===== src/rtl/div_pkg.sv =====
// Shared execute-stage defines: divider state codes, handshake levels and
// the DIV/DIVU opcodes alongside the HI/LO double-register bus type.
package div_pkg;

  typedef enum logic [1:0] {
    DivFree   = 2'b00,
    DivByZero = 2'b01,
    DivOn     = 2'b10,
    DivEnd    = 2'b11
  } div_state_e;

  localparam logic DivResultReady    = 1'b1;
  localparam logic DivResultNotReady = 1'b0;
  localparam logic DivStart          = 1'b1;
  localparam logic DivStop           = 1'b0;

  localparam logic [7:0] EXE_DIV_OP  = 8'b0001_1010;
  localparam logic [7:0] EXE_DIVU_OP = 8'b0001_1011;

  typedef logic [63:0] DoubleRegBus;

endpackage


===== src/rtl/div.sv =====
// Multi-cycle restoring divider for DIV/DIVU. Magnitudes are divided
// unsigned, one quotient bit per cycle, then sign-corrected on the way out.
module div
  import div_pkg::*;
#(
  parameter int DATA_W = 32
) (
  input  logic                  clk,
  input  logic                  rst,
  input  logic                  signed_div_i,
  input  logic [DATA_W-1:0]     opdata1_i,
  input  logic [DATA_W-1:0]     opdata2_i,
  input  logic                  start_i,
  input  logic                  annul_i,
  output logic [2*DATA_W-1:0]   result_o,
  output logic                  ready_o
);

  div_state_e state_q, state_d;

  logic [5:0]        cnt_q;
  logic [DATA_W-1:0] rem_q, quo_q, dvs_q;
  logic              sgn_q, s1_q, s2_q;

  logic              accept, iter_done, borrow;
  logic [DATA_W:0]   partial, diff;
  logic [DATA_W-1:0] q_fix, r_fix, dvd_abs, dvs_abs;
  logic              ready_d;
  logic [2*DATA_W-1:0] result_d;

  assign accept    = (start_i == DivStart) && !annul_i;
  assign iter_done = (cnt_q == 6'(DATA_W));

  assign dvd_abs = (signed_div_i && opdata1_i[DATA_W-1]) ? -opdata1_i : opdata1_i;
  assign dvs_abs = (signed_div_i && opdata2_i[DATA_W-1]) ? -opdata2_i : opdata2_i;

  // quo_q doubles as the dividend shifter: its MSB feeds the partial remainder
  assign partial = {rem_q, quo_q[DATA_W-1]};
  assign diff    = partial - {1'b0, dvs_q};
  assign borrow  = diff[DATA_W];

  assign q_fix = (sgn_q && (s1_q ^ s2_q)) ? -quo_q : quo_q;
  assign r_fix = (sgn_q && s1_q) ? -rem_q : rem_q;

  always_ff @(posedge clk or negedge rst) begin
    if (!rst) state_q <= DivFree;
    else      state_q <= state_d;
  end

  always_comb begin
    state_d = state_q;
    case (state_q)
      DivFree:   if (accept) state_d = (opdata2_i == '0) ? DivByZero : DivOn;
      DivByZero: state_d = annul_i ? DivFree : DivEnd;
      DivOn: begin
        if (annul_i)        state_d = DivFree;
        else if (iter_done) state_d = DivEnd;
      end
      DivEnd:    if (annul_i || start_i == DivStop) state_d = DivFree;
      default:   state_d = DivFree;
    endcase
  end

  always_comb begin
    ready_d  = ready_o;
    result_d = result_o;
    case (state_q)
      DivByZero: if (!annul_i) begin
        ready_d  = DivResultReady;
        result_d = '0;
      end
      DivOn: if (!annul_i && iter_done) begin
        ready_d  = DivResultReady;
        result_d = {r_fix, q_fix};
      end
      DivEnd: if (annul_i || start_i == DivStop) begin
        ready_d  = DivResultNotReady;
        result_d = '0;
      end
      default: begin
        ready_d  = DivResultNotReady;
        result_d = '0;
      end
    endcase
  end

  always_ff @(posedge clk or negedge rst) begin
    if (!rst) begin
      ready_o  <= DivResultNotReady;
      result_o <= '0;
    end else begin
      ready_o  <= ready_d;
      result_o <= result_d;
    end
  end

  always_ff @(posedge clk or negedge rst) begin
    if (!rst) begin
      cnt_q <= '0;
      rem_q <= '0;
      quo_q <= '0;
      dvs_q <= '0;
      sgn_q <= 1'b0;
      s1_q  <= 1'b0;
      s2_q  <= 1'b0;
    end else if (state_q == DivFree && accept) begin
      cnt_q <= '0;
      rem_q <= '0;
      quo_q <= dvd_abs;
      dvs_q <= dvs_abs;
      sgn_q <= signed_div_i;
      s1_q  <= opdata1_i[DATA_W-1];
      s2_q  <= opdata2_i[DATA_W-1];
    end else if (state_q == DivOn && !iter_done) begin
      cnt_q <= cnt_q + 6'd1;
      rem_q <= borrow ? partial[DATA_W-1:0] : diff[DATA_W-1:0];
      quo_q <= {quo_q[DATA_W-2:0], ~borrow};
    end
  end

endmodule


===== config.mk =====
export PLATFORM = sky130hd
export DESIGN_NAME = div
export DESIGN_NICKNAME = d
export VERILOG_FILES = /design/src/rtl/div_pkg.sv /design/src/rtl/div.sv
export SDC_FILE = /design/constraint.sdc
export NUM_CORES = 1
export LEC_CHECK = 0
export ABC_CLOCK_PERIOD_IN_PS = 3200
export BUFFER_PORTS_ARGS = -buffer_cell sky130_fd_sc_hd__buf_2
export CORE_MARGIN = 3
export CORE_UTILIZATION = 54
export CTS_CLUSTER_DIAMETER = 100
export DETAILED_ROUTE_END_ITERATION = 8
export GPL_TIMING_DRIVEN = 0
export PLACE_DENSITY = 0.85
export SLEW_MARGIN = 20
export SYNTH_ARGS = -nofsm -noshare
export SYNTH_HDL_FRONTEND = slang
export SYNTH_SLANG_ARGS = --single-unit

===== constraint.sdc =====
create_clock -name clk -period 3.2 [get_ports clk]
set_clock_uncertainty 0.15 [all_clocks]
set_input_delay 0 -clock clk [delete_from_list [all_inputs] [get_ports clk]]
set_output_delay 0 -clock clk [all_outputs]
set_load 0.02 [all_outputs]

==> results.tsv <==
stage	metric	value	unit
status	outcome	finished, violations left	
status	violated checks	setup timing	
timing	unrepaired setup endpoints after global routing	yes	
routing	Remaining DRCs	0	
timing	max-slew violations	0	
floorplanning	DIE HEIGHT	151.3	microns
floorplanning	core area	0.02049	sq mm
placement	IO buf count	133	
pwr	VDD IR max	541.7	uV
setup_path	CP peak stage delay	0.43	ns
setup_path	worst path cell trace	ha_4 -> fa_2 -> nand2b_4 -> a21o_1 -> nand3b_1 -> a41o_4 -> a41oi_4 -> o31ai_4 -> xnor2_2 -> buf_6 -> buf_12 -> mux2i_1 -> a21oi_1	
pwr	PwrDens	1205	mW/mm^2
pwr	Power, Total	17290	uW
logic_synthesis	Synth top area share	0.3775	
logic_synthesis	synth warn	0	
logic_synthesis	Main synth FF type	dfrtp_1	
setup_path	Worst Path Arrival	3.41	ns
setup_path	CP max stage cell	dfrtp_1	
setup_path	crit path capture type	flip-flop	
setup_path	crit path max fanout	6	
setup_path	Worst Path Required	3.35	ns
timing	endpoints failing setup	4	
setup_path	CP Class	flip-flop to flip-flop	
logic_synthesis	Synth Instances	1371	
floorplanning	Initial Utilization	0.5563	
floorplanning	Die Area	0.02289	sq mm
global_routing	GR Layer Usage met3	0.05326	
global_routing	global-route wire length before repair	53.12	mm
timing	Worst-Margin Slew	0.7515	ns
logic_synthesis	#FFs+latches synth	172	
global_routing	GRT met2 Usage	0.4474	
clocking	clock sink count	172	
clocking	Num CTS Buffers	17	
logic_synthesis	Post-Syn Area per Cell	8.316	sq um
timing	fmax	306.9	MHz
clocking	Root Buffer	clkbuf_16	
clocking	clock transition at the registers of the reported paths	0.07	ns
layout	# nets final	1752	
logic_synthesis	Synth Cell Area	0.01140	sq mm
routing	WL/cell	17.67	microns
timing	Max transition margin	0.4990	
routing	TritonRoute pass-1 iters	6	
floorplanning	I/O pins	134	
placement	gp weighted congestion	0.9353	
layout	most common cell after layout, fill and taps aside	nand2_1	
global_routing	total grt overflow	0	
logic_synthesis	Yosys cell types	63	
placement	pre-CTS setup slack	-0.3560	ns
timing	Fin. Hold Viols	0	
routing	via density per instance	5.960	
logic_synthesis	async set-or-reset flop fraction in the synthesized netlist	1.000	
clocking	CTS tree	done	
logic_synthesis	sequential fraction of the synthesis area	0.3775	
routing	Vias	11470	
global_routing	largest net degree at the start of global routing	106	
routing	initial drt markers	1053	
clocking	H-tree lvl count	4	
logic_synthesis	largest cells by area after synthesis	dfrtp_1, nand2_1, o21ai_0, xor2_1, xnor2_1	
global_routing	gr usage total	0.2888	
layout	final std cells w/o fill	1924	
clocking	clock buffer depth	2	
logic_synthesis	EDFF count, synth	0	
floorplanning	die width	151.3	microns
global_routing	vias in the first global route	10620	
floorplanning	Site Rows	52	
global_routing	GRT busiest layer	met2	
job	Max-cap violations	0	
timing	setup ws final	-0.05860	ns
placement	Placed Cells	1775	
logic_synthesis	Synthesized Nets	1483	
routing	Routed Wire Length	33.99	mm
layout	fraction of layout cells with a size suffix above 1	0.1422	
logic_synthesis	dominant cell type by area after synthesis	dfrtp_1	
layout	synthesis-to-finish area growth	25.88	%
timing	Final min period	3.259	ns
layout	commonest non-fill, non-tap cells in the layout	nand2_1, dfrtp_1, o21ai_0	
global_routing	initial antenna violation count	0	
timing	part of the cycle the worst path needs	1.018	
setup_path	Startpoint Class	flip-flop	
clocking	Clock Latency Late Sink	0.44	ns
global_routing	grt met1 use	0.4091	
pwr	P_leak	0.006409	uW
routing	remaining antenna violation count	0	
placement	dpl hpwl	23.92	mm
layout	fill count	1557	
worst_hold_path	Worst Hold Class	primary input to asynchronous set/reset pin	
## synthesized netlist by cell type (16+ instances only)
cell,count
nand2_1,225
dfrtp_1,172
o21ai_0,153
nor2_1,97
a21oi_1,94
xor2_1,83
xnor2_1,67
clkbuf_1,56
inv_1,56
ha_1,42
a31oi_1,34
o31ai_1,30
nor3_1,26
mux2i_1,25
nand3_1,22
a21o_1,21
nand2b_1,16
## layer usage
metal,up-vias,part of all wire,routed length [microns]
met5,-,0,0
met4,0,0.032,1078
met3,130,0.094,3181
met2,627,0.45,15450
met1,5364,0.42,14280
li1,5347,-,-
## worst max-delay path: cells and delay by family, from the launching register on
kind                     cells  cell delay [ns]
AO/OA/AOI/OAI                5             0.96
adder cells (fa/ha/maj)      2             0.53
flip-flops                   1             0.43
buffers and inverters        2             0.33
AND/OR/NAND/NOR              2             0.26
multiplexers                 1             0.23
XOR/XNOR                     1             0.19
## area by class of cell
type / instances / area [sq um] / share of cell area
multi-input combinational: 1074 / 6740 / 0.4697
antenna: 1 / 2.502 / 0.0001744
timing repair buffer: 251 / 1887 / 0.1315
tap: 270 / 337.8 / 0.02354
buffer: 68 / 291.5 / 0.02031
sequential: 172 / 4309 / 0.3003
clock inverter: 15 / 147.6 / 0.01029
inverter: 56 / 210.2 / 0.01465
clock buffer: 17 / 425.4 / 0.02964
## state kept, by name (all words and copies together) (netlist names)
signal and flops:
s1_q 1, sgn_q 1, dvs_q 32, state_q 2, rem_q 32, result_o 64, quo_q 32, s2_q 1
cnt_q 6, ready_o 1
## per-stage QoR
| stage | utilization | instance area [sq um] | TNS (ns) | hold slack (ns) |
|---|---|---|---|---|
| floorplan | - | 11400 | 0 | -0.4456 |
| global placement | 0.6053 | 12400 | -93.74 | 0.1283 |
| detailed placement | 0.6071 | 12440 | -7.675 | -0.1707 |
| CTS | 0.6900 | 14140 | 0 | 0.0005873 |
| global route | 0.7001 | 14350 | -2.158 | 0.04790 |
| finish | 0.7002 | 14350 | -0.07893 | 0.01020 |
## final timing paths
path	startpoint	endpoint	slack (ns)	cells past startpoint
max	dvs_q[0]	rem_q[2]	-0.06	13
max reg2reg	dvs_q[0]	rem_q[2]	-0.06	13
max in group asynchronous	rst	rem_q[0]	2.42	3
min	rst	result_o[9]	0.01	3
min reg2reg	result_o[35]	result_o[35]	0.33	2
min in group clk	opdata2_i[7]	dvs_q[8]	0.05	5
## power breakdown
part	internal, uW	switching [uW]
clock network	1030	994
registers	3170	1210
logic	4670	6220
total	8880	8420
## kinds of logic after synthesis
family                   after synthesis  share of synthesized area
AO/OA/AOI/OAI                        395                     0.2097
XOR/XNOR                             151                     0.1167
adder cells (fa/ha/maj)               43                    0.04785
buffers and inverters                125                    0.04291
flip-flops                           172                     0.3775
multiplexers                          28                    0.02491
AND/OR/NAND/NOR                      457                     0.1804
## timing repair
item | CTS | global route
pin swaps | 3 | 24
gates cloned | 0 | 1
setup buffers | 7 | 7
hold buffers | 102 | 0
endpoints found under the hold margin | 241 | 0
resized for setup | 8 | 36
endpoints found under the setup margin | 33 | 40
Power figures use the tool's default switching activity.
